File: config.mk
export PLATFORM = sky130hd
export DESIGN_NAME = audio_rec_play_ctrl
export DESIGN_NICKNAME = d
export VERILOG_FILES = /design/src/rtl/audio_pkg.sv /design/src/rtl/sync_edge.sv /design/src/rtl/audio_rec_play_ctrl.sv
export SDC_FILE = /design/constraint.sdc
export NUM_CORES = 1
export LEC_CHECK = 0
export CAP_MARGIN = 40
export CORE_MARGIN = 4
export CORE_UTILIZATION = 44
export CTS_BUF_LIST = sky130_fd_sc_hd__clkbuf_4
export DETAILED_ROUTE_END_ITERATION = 8
export GPL_TIMING_DRIVEN = 0
export PLACE_DENSITY = 0.83
export SLEW_MARGIN = 20
export SYNTH_ARGS = -nofsm -noshare
export SYNTH_HDL_FRONTEND = slang
export SYNTH_SLANG_ARGS = --single-unit
File: constraint.sdc
create_clock -name clk -period 2.1 [get_ports clk]
set_input_delay 0.63 -clock clk [delete_from_list [all_inputs] [get_ports clk]]
set_output_delay 0.63 -clock clk [all_outputs]
set_load 0.05 [all_outputs]
File: src/rtl/audio_pkg.sv
// Shared types and widths for the audio record/playback sequencer.
package audio_pkg;

  localparam int SAMPLE_W = 16;
  localparam int ADDR_W   = 22;

  typedef enum logic [2:0] {
    StIdle,
    StWrLoad,
    StRecord,
    StDone,
    StRdLoad,
    StPrime,
    StPlay
  } state_e;

endpackage

File: src/rtl/sync_edge.sv
// Two-flop synchroniser followed by a rising-edge pulse generator.
module sync_edge (
  input  logic clk,
  input  logic rst_n,
  input  logic d,
  output logic rise
);

  logic [1:0] sync_q;
  logic       last_q;

  // Resynchronise d, then keep one more stage to detect the 0->1 edge.
  always_ff @(posedge clk or negedge rst_n) begin
    if (!rst_n) begin
      sync_q <= '0;
      last_q <= 1'b0;
    end else begin
      sync_q <= {sync_q[0], d};
      last_q <= sync_q[1];
    end
  end

  assign rise = sync_q[1] & ~last_q;

endmodule

File: src/rtl/audio_rec_play_ctrl.sv
// Audio-side sequencer around the SDRAM FIFO controller: records interleaved L/R words into
// the write FIFO and streams them back from the read FIFO to the DAC.
module audio_rec_play_ctrl
  import audio_pkg::*;
#(
  parameter int                  SAMPLE_W  = audio_pkg::SAMPLE_W,
  parameter int                  ADDR_W    = audio_pkg::ADDR_W,
  parameter logic [ADDR_W-1:0]   REC_BASE  = 22'h000000,
  parameter logic [ADDR_W-1:0]   REC_MAX   = 22'h3FFF00,
  parameter int unsigned         LOAD_HOLD = 4,
  parameter int unsigned         PRIME_CYC = 2048
) (
  input  logic                clk,
  input  logic                rst_n,
  input  logic                key_rec,
  input  logic                key_play,
  input  logic                adc_valid,
  input  logic [SAMPLE_W-1:0] adc_l,
  input  logic [SAMPLE_W-1:0] adc_r,
  input  logic                dac_req,
  input  logic                voice_write_done,
  input  logic [SAMPLE_W-1:0] rdf_dout,
  output logic                wr_load,
  output logic                rd_load,
  output logic [ADDR_W-1:0]   wr_addr,
  output logic [ADDR_W-1:0]   rd_addr,
  output logic [ADDR_W-1:0]   wr_max_addr,
  output logic [ADDR_W-1:0]   rd_max_addr,
  output logic                wrf_wrreq,
  output logic [SAMPLE_W-1:0] wrf_din,
  output logic                rdf_rdreq,
  output logic [SAMPLE_W-1:0] dac_l,
  output logic [SAMPLE_W-1:0] dac_r,
  output logic                dac_valid,
  output logic                rec_active,
  output logic                play_active,
  output logic                overrun
);

  // Shared counter covers both the load hold and the prime wait.
  localparam int unsigned CNT_MAX = (PRIME_CYC > LOAD_HOLD) ? PRIME_CYC : LOAD_HOLD;
  localparam int unsigned CNT_W   = $clog2(CNT_MAX + 1);

  state_e              state_q, state_d;
  logic [CNT_W-1:0]    cnt_q, cnt_d;
  logic                wr_load_q, rd_load_q;
  logic                has_rec_q, overrun_q;
  logic                wr_pend_q, done_req_q;
  logic                wrf_wrreq_q;
  logic [SAMPLE_W-1:0] wrf_din_q, r_hold_q;
  logic [1:0]          rd_ph_q;
  logic                rdf_rdreq_q, dac_valid_q;
  logic [SAMPLE_W-1:0] dac_l_q, dac_r_q;
  logic                stop_play_q, stop_rec_q;
  logic                vwd_rise, wr_accept, rd_accept;

  sync_edge u_vwd_sync (
    .clk  (clk),
    .rst_n(rst_n),
    .d    (voice_write_done),
    .rise (vwd_rise)
  );

  // New pairs are accepted only when the previous one is not mid-issue and no exit is pending.
  always_comb begin
    wr_accept = (state_q == StRecord) && adc_valid && !wr_pend_q && !done_req_q;
    rd_accept = (state_q == StPlay) && dac_req && (rd_ph_q == 2'd0) &&
                !stop_play_q && !stop_rec_q;
  end

  // Next-state logic; exits from RECORD/PLAY wait until the in-flight pair has finished.
  always_comb begin
    state_d = state_q;
    cnt_d   = '0;
    unique case (state_q)
      StIdle: begin
        if (key_rec)                    state_d = StWrLoad;
        else if (key_play && has_rec_q) state_d = StRdLoad;
      end
      StWrLoad: begin
        if (cnt_q == CNT_W'(LOAD_HOLD - 1)) state_d = StRecord;
        else                                cnt_d   = cnt_q + 1'b1;
      end
      StRecord: begin
        if ((vwd_rise || done_req_q) && !wr_pend_q && !wr_accept) state_d = StDone;
      end
      StDone: state_d = StIdle;
      StRdLoad: begin
        if (cnt_q == CNT_W'(LOAD_HOLD - 1)) state_d = (PRIME_CYC == 0) ? StPlay : StPrime;
        else                                cnt_d   = cnt_q + 1'b1;
      end
      StPrime: begin
        if (cnt_q == CNT_W'(PRIME_CYC - 1)) state_d = StPlay;
        else                                cnt_d   = cnt_q + 1'b1;
      end
      StPlay: begin
        if ((rd_ph_q == 2'd0) && !rd_accept) begin
          if (key_rec || stop_rec_q)        state_d = StWrLoad;
          else if (key_play || stop_play_q) state_d = StIdle;
        end
      end
      default: state_d = StIdle;
    endcase
  end

  // State, counter, registered load strobes and sticky flags.
  always_ff @(posedge clk or negedge rst_n) begin
    if (!rst_n) begin
      state_q     <= StIdle;
      cnt_q       <= '0;
      wr_load_q   <= 1'b0;
      rd_load_q   <= 1'b0;
      has_rec_q   <= 1'b0;
      overrun_q   <= 1'b0;
      done_req_q  <= 1'b0;
      stop_play_q <= 1'b0;
      stop_rec_q  <= 1'b0;
    end else begin
      state_q   <= state_d;
      cnt_q     <= cnt_d;
      // Registered so the strobes crossing to clk_ref are glitch-free.
      wr_load_q <= (state_d == StWrLoad);
      rd_load_q <= (state_d == StRdLoad);
      if (state_q == StWrLoad)   has_rec_q <= 1'b0;
      else if (state_q == StDone) has_rec_q <= 1'b1;
      if ((state_d == StWrLoad) && (state_q != StWrLoad))      overrun_q <= 1'b0;
      else if ((state_q == StRecord) && adc_valid && wr_pend_q) overrun_q <= 1'b1;
      done_req_q  <= (state_q == StRecord) && (done_req_q || vwd_rise);
      stop_play_q <= (state_q == StPlay) && (stop_play_q || key_play);
      stop_rec_q  <= (state_q == StPlay) && (stop_rec_q || key_rec);
    end
  end

  // Write sequencer: L word the cycle after acceptance, R word the cycle after that.
  always_ff @(posedge clk or negedge rst_n) begin
    if (!rst_n) begin
      wrf_wrreq_q <= 1'b0;
      wrf_din_q   <= '0;
      r_hold_q    <= '0;
      wr_pend_q   <= 1'b0;
    end else begin
      wrf_wrreq_q <= 1'b0;
      if (wr_accept) begin
        wrf_wrreq_q <= 1'b1;
        wrf_din_q   <= adc_l;
        r_hold_q    <= adc_r;
        wr_pend_q   <= 1'b1;
      end else if (wr_pend_q) begin
        wrf_wrreq_q <= 1'b1;
        wrf_din_q   <= r_hold_q;
        wr_pend_q   <= 1'b0;
      end
    end
  end

  // Read sequencer: two reads, then capture L and R; dac_valid rises together with the new R.
  always_ff @(posedge clk or negedge rst_n) begin
    if (!rst_n) begin
      rd_ph_q     <= 2'd0;
      rdf_rdreq_q <= 1'b0;
      dac_valid_q <= 1'b0;
      dac_l_q     <= '0;
      dac_r_q     <= '0;
    end else begin
      rdf_rdreq_q <= 1'b0;
      dac_valid_q <= 1'b0;
      unique case (rd_ph_q)
        2'd0: begin
          if (rd_accept) begin
            rdf_rdreq_q <= 1'b1;
            rd_ph_q     <= 2'd1;
          end
        end
        2'd1: begin
          rdf_rdreq_q <= 1'b1;
          rd_ph_q     <= 2'd2;
        end
        2'd2: begin
          dac_l_q <= rdf_dout;
          rd_ph_q <= 2'd3;
        end
        default: begin
          dac_r_q     <= rdf_dout;
          dac_valid_q <= 1'b1;
          rd_ph_q     <= 2'd0;
        end
      endcase
    end
  end

  assign wr_addr     = REC_BASE;
  assign rd_addr     = REC_BASE;
  assign wr_max_addr = REC_MAX;
  assign rd_max_addr = REC_MAX;
  assign wr_load     = wr_load_q;
  assign rd_load     = rd_load_q;
  assign wrf_wrreq   = wrf_wrreq_q;
  assign wrf_din     = wrf_din_q;
  assign rdf_rdreq   = rdf_rdreq_q;
  assign dac_l       = dac_l_q;
  assign dac_r       = dac_r_q;
  assign dac_valid   = dac_valid_q;
  assign rec_active  = (state_q == StRecord);
  assign play_active = (state_q == StPlay);
  assign overrun     = overrun_q;

endmodule

==> metrics.md, run 1 <==
| Metric | Value |
|---|---|
| Status | complete, no violations |
| Via-to-Cell Ratio | 4.403 |
| Vias in the first global route | 3419 |
| Post-synth EDFFs | 0 |
| Hold Vio Cnt, Final | 0 |
| Antenna Cells | 0 |
| Main synth FF type | dfrtp_1 |
| TNS Setup | 0 ns |
| Async S/R FF share, synth | 1.000 |
| Worst reg2reg path startpoint | rd_ph_q[0] |
| I/O Buffers | 110 |
| Leak | 3.248 nW |
| Worst Setup Path Type | reg -> out |
| Final Net Count | 704 |
| Rows | 36 |
| CTS Root Cell | clkbuf_4 |
| Initial antenna violation count | 0 |
| Via Count | 3443 |
| Placeable Area | 9955 µm² |
| DRC Markers | 0 |
| Latest clock arrival within the worst-skew pair | 0.43 ns |
| Sequential fraction of the synthesis area | 0.5200 |
| GPL Wtd Cong | 0.8387 |
| Final setup viols | 0 |
| Final wirelength | 10040 µm |
| Clock Sinks | 95 |
| Detailed Routing Iterations Pass 1 | 4 |
| Post-Place Cells | 767 |
| H-tree Lvls | 3 |
| Syn avg cell area | 10.46 µm² |
| Yosys reg bits | 95 |
| F_max | 497.1 MHz |
| GRT overflow | 0 |
| Slew HR | 0.5662 |
| Distinct cells, synth | 43 |
| R2R cell count | 4 |
| Maximum vdd drop | 749.5 µV |
| DIE WIDTH | 109.9 µm |
| Clock Path Buffers | 2 |
| Drt initial violations | 112 |
| Crit path DAT | 1.38 ns |
| Commonest non-fill, non-tap cell in the layout | dfrtp_1 |
| Slowest stage delay, CP | 0.46 ns |
| R2R setup slack | 0.18 ns |
| Layout cells sized above 1 | 0.2435 |
| Crit-path max FO | 4 |
| Hold slack final | 0.1797 ns |
| Die Y | 109.9 µm |
| Required time of the critical path | 1.47 ns |
| Hold Crit Class | in -> async |
| Synth Instances | 437 |
| Starting density of the core | 0.4593 |
| Final Util | 0.6316 |
| Num CTS Buffers | 9 |
| ANT nets after route | 0 |
| First-pass GRT wire length | 15690 µm |
| CP max-delay cell | dfrtp_2 |
| Startpoint types | flop |
| Critical-path cell list | nor2_4, nand2_2, inv_1, buf_6 |
| Largest net degree at the start of global routing | 49 |
| PnR Total Power | 8.220 mW |
| CTS tree | done |
| Yosys warns | 0 |
| Commonest cells after routing, fill and taps aside | dfrtp_1 (93), buf_4 (91), conb_1 (88) |
| Layout Cells excl Fill | 782 |
| Ports | 199 |
| Mapped cell area | 4572 µm² |
| Period minus WS final | 2.012 ns |
| PwrDens | 1307 nW/µm² |
| Die Area | 12090 µm² |
| GRT Total Usage | 0.1627 |
| Routed length per instance | 12.84 µm |
| Clock Skews | 0.01920 ns |
| Hpwl dp | 7890 µm |
| Max-slew violation count | 0 |
| Clk slew on worst S/H paths | 0.17 ns |
| Area growth from synthesis to layout | 37.52% |
| Final worst path period share | 0.9579 |
| CP Capture Type | output port |
| Reg2reg end | dac_r[9] |
| Total of max-cap violations | 0 |
| Actual slew at the worst max-slew pin | 0.6507 ns |
-- report_power, final --
group,total [mW],switching (mW),internal [mW]
combinational,4.30,2.99,1.31
sequential,2.89,0.386,2.50
clock,1.03,0.645,0.381
total,8.22,4.02,4.20
-- worst max path at each step --
stage,from,endpoint,slack [ns]
after floorplan,state_q[2],wr_load,0.14
after global placement,rst_n,wrf_din[14],-2.85
after detailed placement,state_q[2],play_active,-0.40
after CTS,state_q[0],rec_active,0.006
after global routing,state_q[0],rec_active,-0.0004
final,state_q[0],rec_active,0.09
-- repair_timing --
action,CTS,global route
buffers inserted,2,0
pin swaps,0,0
hold buffers,0,0
endpoints found under the setup margin,57,11
hold endpoints to repair,0,0
gates resized for setup,71,5
-- state kept, by name (all words and copies together) (netlist names) --
register,count
state_q,3
wrf_din,16
done_req_q,1
dac_r,16
stop_rec_q,1
wr_load,1
overrun,1
dac_valid,1
cnt_q,12
rd_load,1
rdf_rdreq,1
u_vwd_sync.sync_q,2
r_hold_q,16
stop_play_q,1
rd_ph_q,2
has_rec_q,1
wr_pend_q,1
wrf_wrreq,1
dac_l,16
u_vwd_sync.last_q,1
-- per-stage QoR --
| stage | area (µm²) | worst slack [ns] |
|---|---|---|
| 2_1_floorplan | 4895 | 0.1408 |
| 5_1_grt | 6287 | -0.0003995 |
| 3_5_place_dp | 6187 | -0.4030 |
| 4_1_cts | 6277 | 0.005973 |
| 6_report | 6287 | 0.08849 |
| 3_3_place_gp | 6162 | -2.855 |
-- cell families after synthesis --
| family | Yosys count | synth area share |
|---|---|---|
| buffers and inverters | 116 | 0.1691 |
| other | 2 | 0.001643 |
| xor gates and xnor gates | 10 | 0.01916 |
| AOI/OAI and AO/OA | 39 | 0.05583 |
| adders and majority gates | 5 | 0.01368 |
| and+or+nand+nor | 130 | 0.1242 |
| muxes | 40 | 0.09633 |
| DFF | 95 | 0.5200 |
-- critical path: cells and delay by family (launching register included) --
kind / cells / cell delay [ns]
simple gates: 2 / 0.24
flops: 1 / 0.46
buf+inv: 2 / 0.27
-- layout make-up --
type                       count  area, µm²
clock buffer                   9      67.56
fill                         818       3667
clock inverter                 7      78.83
buffer                       101      718.2
inverter                      12      45.04
timing repair buffer         113       1076
tap                          133      166.4
multi-input combinational    312       1755
sequential                    95       2380
-- layer usage --
metal / GRT usage / routed length [µm] / up-vias
met5: 0 / 0 / -
met2: 0.2855 / 5077 / 142
li1: - / - / 1677
met1: 0.1978 / 3858 / 1609
met4: 0.04007 / 136 / 0
met3: 0.04404 / 970 / 15
-- Yosys cell counts (2+ instances only) --
cell type	instances	area, µm²
dfrtp_1	95	2377
buf_4	88	660.6
nand2_1	82	307.8
mux2_2	32	360.4
nor2_1	21	78.83
o21ai_0	13	65.06
inv_1	11	41.29
clkbuf_1	10	37.54
a22oi_1	8	60.06
mux2i_1	8	80.08
nand3_1	7	35.03
buf_2	6	30.03
xor2_1	6	52.55
ha_1	5	62.56
a21oi_1	4	20.02
xnor2_1	4	35.03
nor3_1	3	15.01
and3_1	2	12.51
conb_1	2	7.510
nand2b_1	2	12.51
nand4_1	2	12.51
nor4_1	2	12.51
nor4b_1	2	17.52
o21a_1	2	15.01
o31ai_1	2	15.01
No activity file was read; power rests on OpenSTA's default activity.
==> run 2, diff against run 1 <==
- REMOVE_ABC_BUFFERS: default -> 1
==> run 2 against run 1 <==
  * Wire length decreased by 5.3%
  * Critical path type unchanged
  * Via count shrank 8.7%
  * Sequential power barely moved
  * Sequential share of layout area rose by 4.1 points
==> metrics.md, run 2 (synthesis results as in run 1) <==
| Metric | Value |
|---|---|
| Status | complete, no violations |
| CP Capture Type | output port |
| Final wirelength | 9507 µm (-5.3%) |
| Largest net degree at the start of global routing | 51 (+4.1%) |
| CP startpoint | state_q[2] |
| Leak | 2.804 nW (-14%) |
| Slew HR | 0.4732 (-0.09293) |
| Clock Skews | 0.02357 ns (+0.004373 ns) |
| Maximum vdd drop | 870.5 µV (+16%) |
| Final setup viols | 0 (unchanged) |
| Final Net Count | 607 (-14%) |
| Hpwl dp | 7104 µm (-10%) |
| Latest clock arrival within the worst-skew pair | 0.43 ns (about the same) |
| Final worst path period share | 0.9908 (+0.03297) |
| Rows | 36 (unchanged) |
| Reg2reg end | wrf_din[2] |
| Total of max-cap violations | 0 (unchanged) |
| Vias in the first global route | 2878 (-16%) |
| Hold Crit Class | in -> async |
| Clk slew on worst S/H paths | 0.15 ns (-0.02 ns) |
| Final Util | 0.5694 (-0.06222) |
| Worst Setup Path Type | reg -> out |
| PnR Total Power | 8.141 mW (-0.97%) |
| Worst setup path endpoint | play_active |
| I/O Buffers | 110 (unchanged) |
| Initial antenna violation count | 0 (unchanged) |
| F_max | 480.6 MHz (-3.3%) |
| H-tree Lvls | 3 (unchanged) |
| Antenna Cells | 0 (unchanged) |
| Via-to-Cell Ratio | 4.590 (+4.2%) |
| Crit-path max FO | 5 (+1) |
| GRT overflow | 0 (unchanged) |
| R2R setup slack | 0.13 ns (-0.05 ns) |
| R2R cell count | 7 (+3) |
| GPL Wtd Cong | 0.8484 (+1.2%) |
| CTS tree | done |
| Drt initial violations | 137 (+22%) |
| Clock Path Buffers | 2 (unchanged) |
| Starting density of the core | 0.4593 (unchanged) |
| Startpoint types | flop |
| RSZ-0062 raised after global routing | yes |
| Area growth from synthesis to layout | 23.97% |
| Clock Sinks | 95 (unchanged) |
| Required time of the critical path | 1.47 ns (about the same) |
| Die Area | 12090 µm² (unchanged) |
| Via Count | 3144 (-8.7%) |
| Ports | 199 (unchanged) |
| Max-slew violation count | 0 (unchanged) |
| Worst reg2reg path startpoint | state_q[0] |
| GRT Total Usage | 0.1483 (-0.01440) |
| DIE WIDTH | 109.9 µm (unchanged) |
| Commonest cells after routing, fill and taps aside | dfrtp_1 (93), conb_1 (88), nand2_1 (81) |
| Actual slew at the worst max-slew pin | 0.7901 ns (+0.1394 ns) |
| CTS Root Cell | clkbuf_4 |
| PwrDens | 1436 nW/µm² (+9.9%) |
| Crit path DAT | 1.45 ns (+0.07 ns) |
| Routed length per instance | 13.88 µm (+8.1%) |
| First-pass GRT wire length | 13930 µm (-11%) |
| Hold slack final | 0.09867 ns (-0.08100 ns) |
| Layout cells sized above 1 | 0.1214 (-0.1221) |
| Num CTS Buffers | 9 (unchanged) |
| Commonest non-fill, non-tap cell in the layout | dfrtp_1 |
| Detailed Routing Iterations Pass 1 | 4 (unchanged) |
| Hold Vio Cnt, Final | 0 (unchanged) |
| Die Y | 109.9 µm (unchanged) |
| ANT nets after route | 0 (unchanged) |
| Period minus WS final | 2.081 ns (+0.06925 ns) |
| Placeable Area | 9955 µm² (unchanged) |
| DRC Markers | 0 (unchanged) |
| Hold_buf cts | 0 (unchanged) |
==> run 2: cell types whose count changed in the layout (fill, tap and decap cells not counted), sizes merged <==
cell,change
clkbuf,-6
dlymetal6s2s,+2
bufinv,+1
buf,-92
clkinv,+2
inv,-4
==> run 2: where the power goes <==
group	internal [mW]	leakage, nW	total [mW]	switching, mW
Combinational	1.22	1.54	4.18	2.96
Clock	0.493	0.0840	1.07	0.581
Sequential	2.50	1.18	2.89	0.387
==> run 2: what timing repair did <==
action,in CTS,in global routing
setup buffers,0,5
endpoints found under the setup margin,90,20
resized for setup,78,4
gates cloned,0,0
==> run 2: layout make-up <==
cell class	count	area, µm²
Clock buffer	10	75.07
Clock inverter	6	85.08
Fill cell	838	4287
Inverter	12	52.55
Multi-Input combinational cell	312	1762
Sequential cell	95	2380
Tap cell	133	166.4
Timing Repair Buffer	117	1147
==> run 2: worst min-delay path by stage <==
| stage | from | end | slack [ns] | cells after the start |
|---|---|---|---|---|
| floorplan | rst_n | cnt_q[0] | 0.33 | 0 |
| global placement | u_vwd_sync.sync_q[0] | u_vwd_sync.sync_q[1] | 0.34 | 0 |
| detailed placement | u_vwd_sync.sync_q[0] | u_vwd_sync.sync_q[1] | 0.34 | 0 |
| CTS | rst_n | r_hold_q[9] | 0.09 | 1 |
| global route | rst_n | wrf_din[9] | 0.1 | 1 |
| finish | rst_n | r_hold_q[9] | 0.1 | 1 |
==> run 2: critical path: stages (launching register included) <==
cell	delay (ns)
dfrtp_2	0.49
buf_6	0.14
and3b_2	0.23
buf_8	0.16
==> run 2: per-layer routing <==
metal	track usage	wire length, µm	vias up
met3	0.03817	871	22
met1	0.1821	3705	1493
met4	0.05076	222	0
met5	0	0	-
met2	0.2526	4708	144
li1	-	-	1485
==> run 2: per-stage QoR <==
step | worst slack, ns | cell area (µm²) | cells | setup TNS [ns]
detailed placement | -0.9698 | 5490 | 664 | -24.32
finish | 0.01925 | 5668 | 685 | 0
CTS | -0.004803 | 5609 | 680 | -0.004803
global route | -0.04885 | 5668 | 685 | -0.08664
floorplan | -0.04049 | 4167 | 419 | -0.3239
global placement | -2.897 | 5434 | 662 | -298.25
==> run 3, diff against run 2 <==
- GPL_ROUTABILITY_DRIVEN: default -> 0
==> results of run 3 <==
Final layout, timing and power as in run 2 (identical DEF).
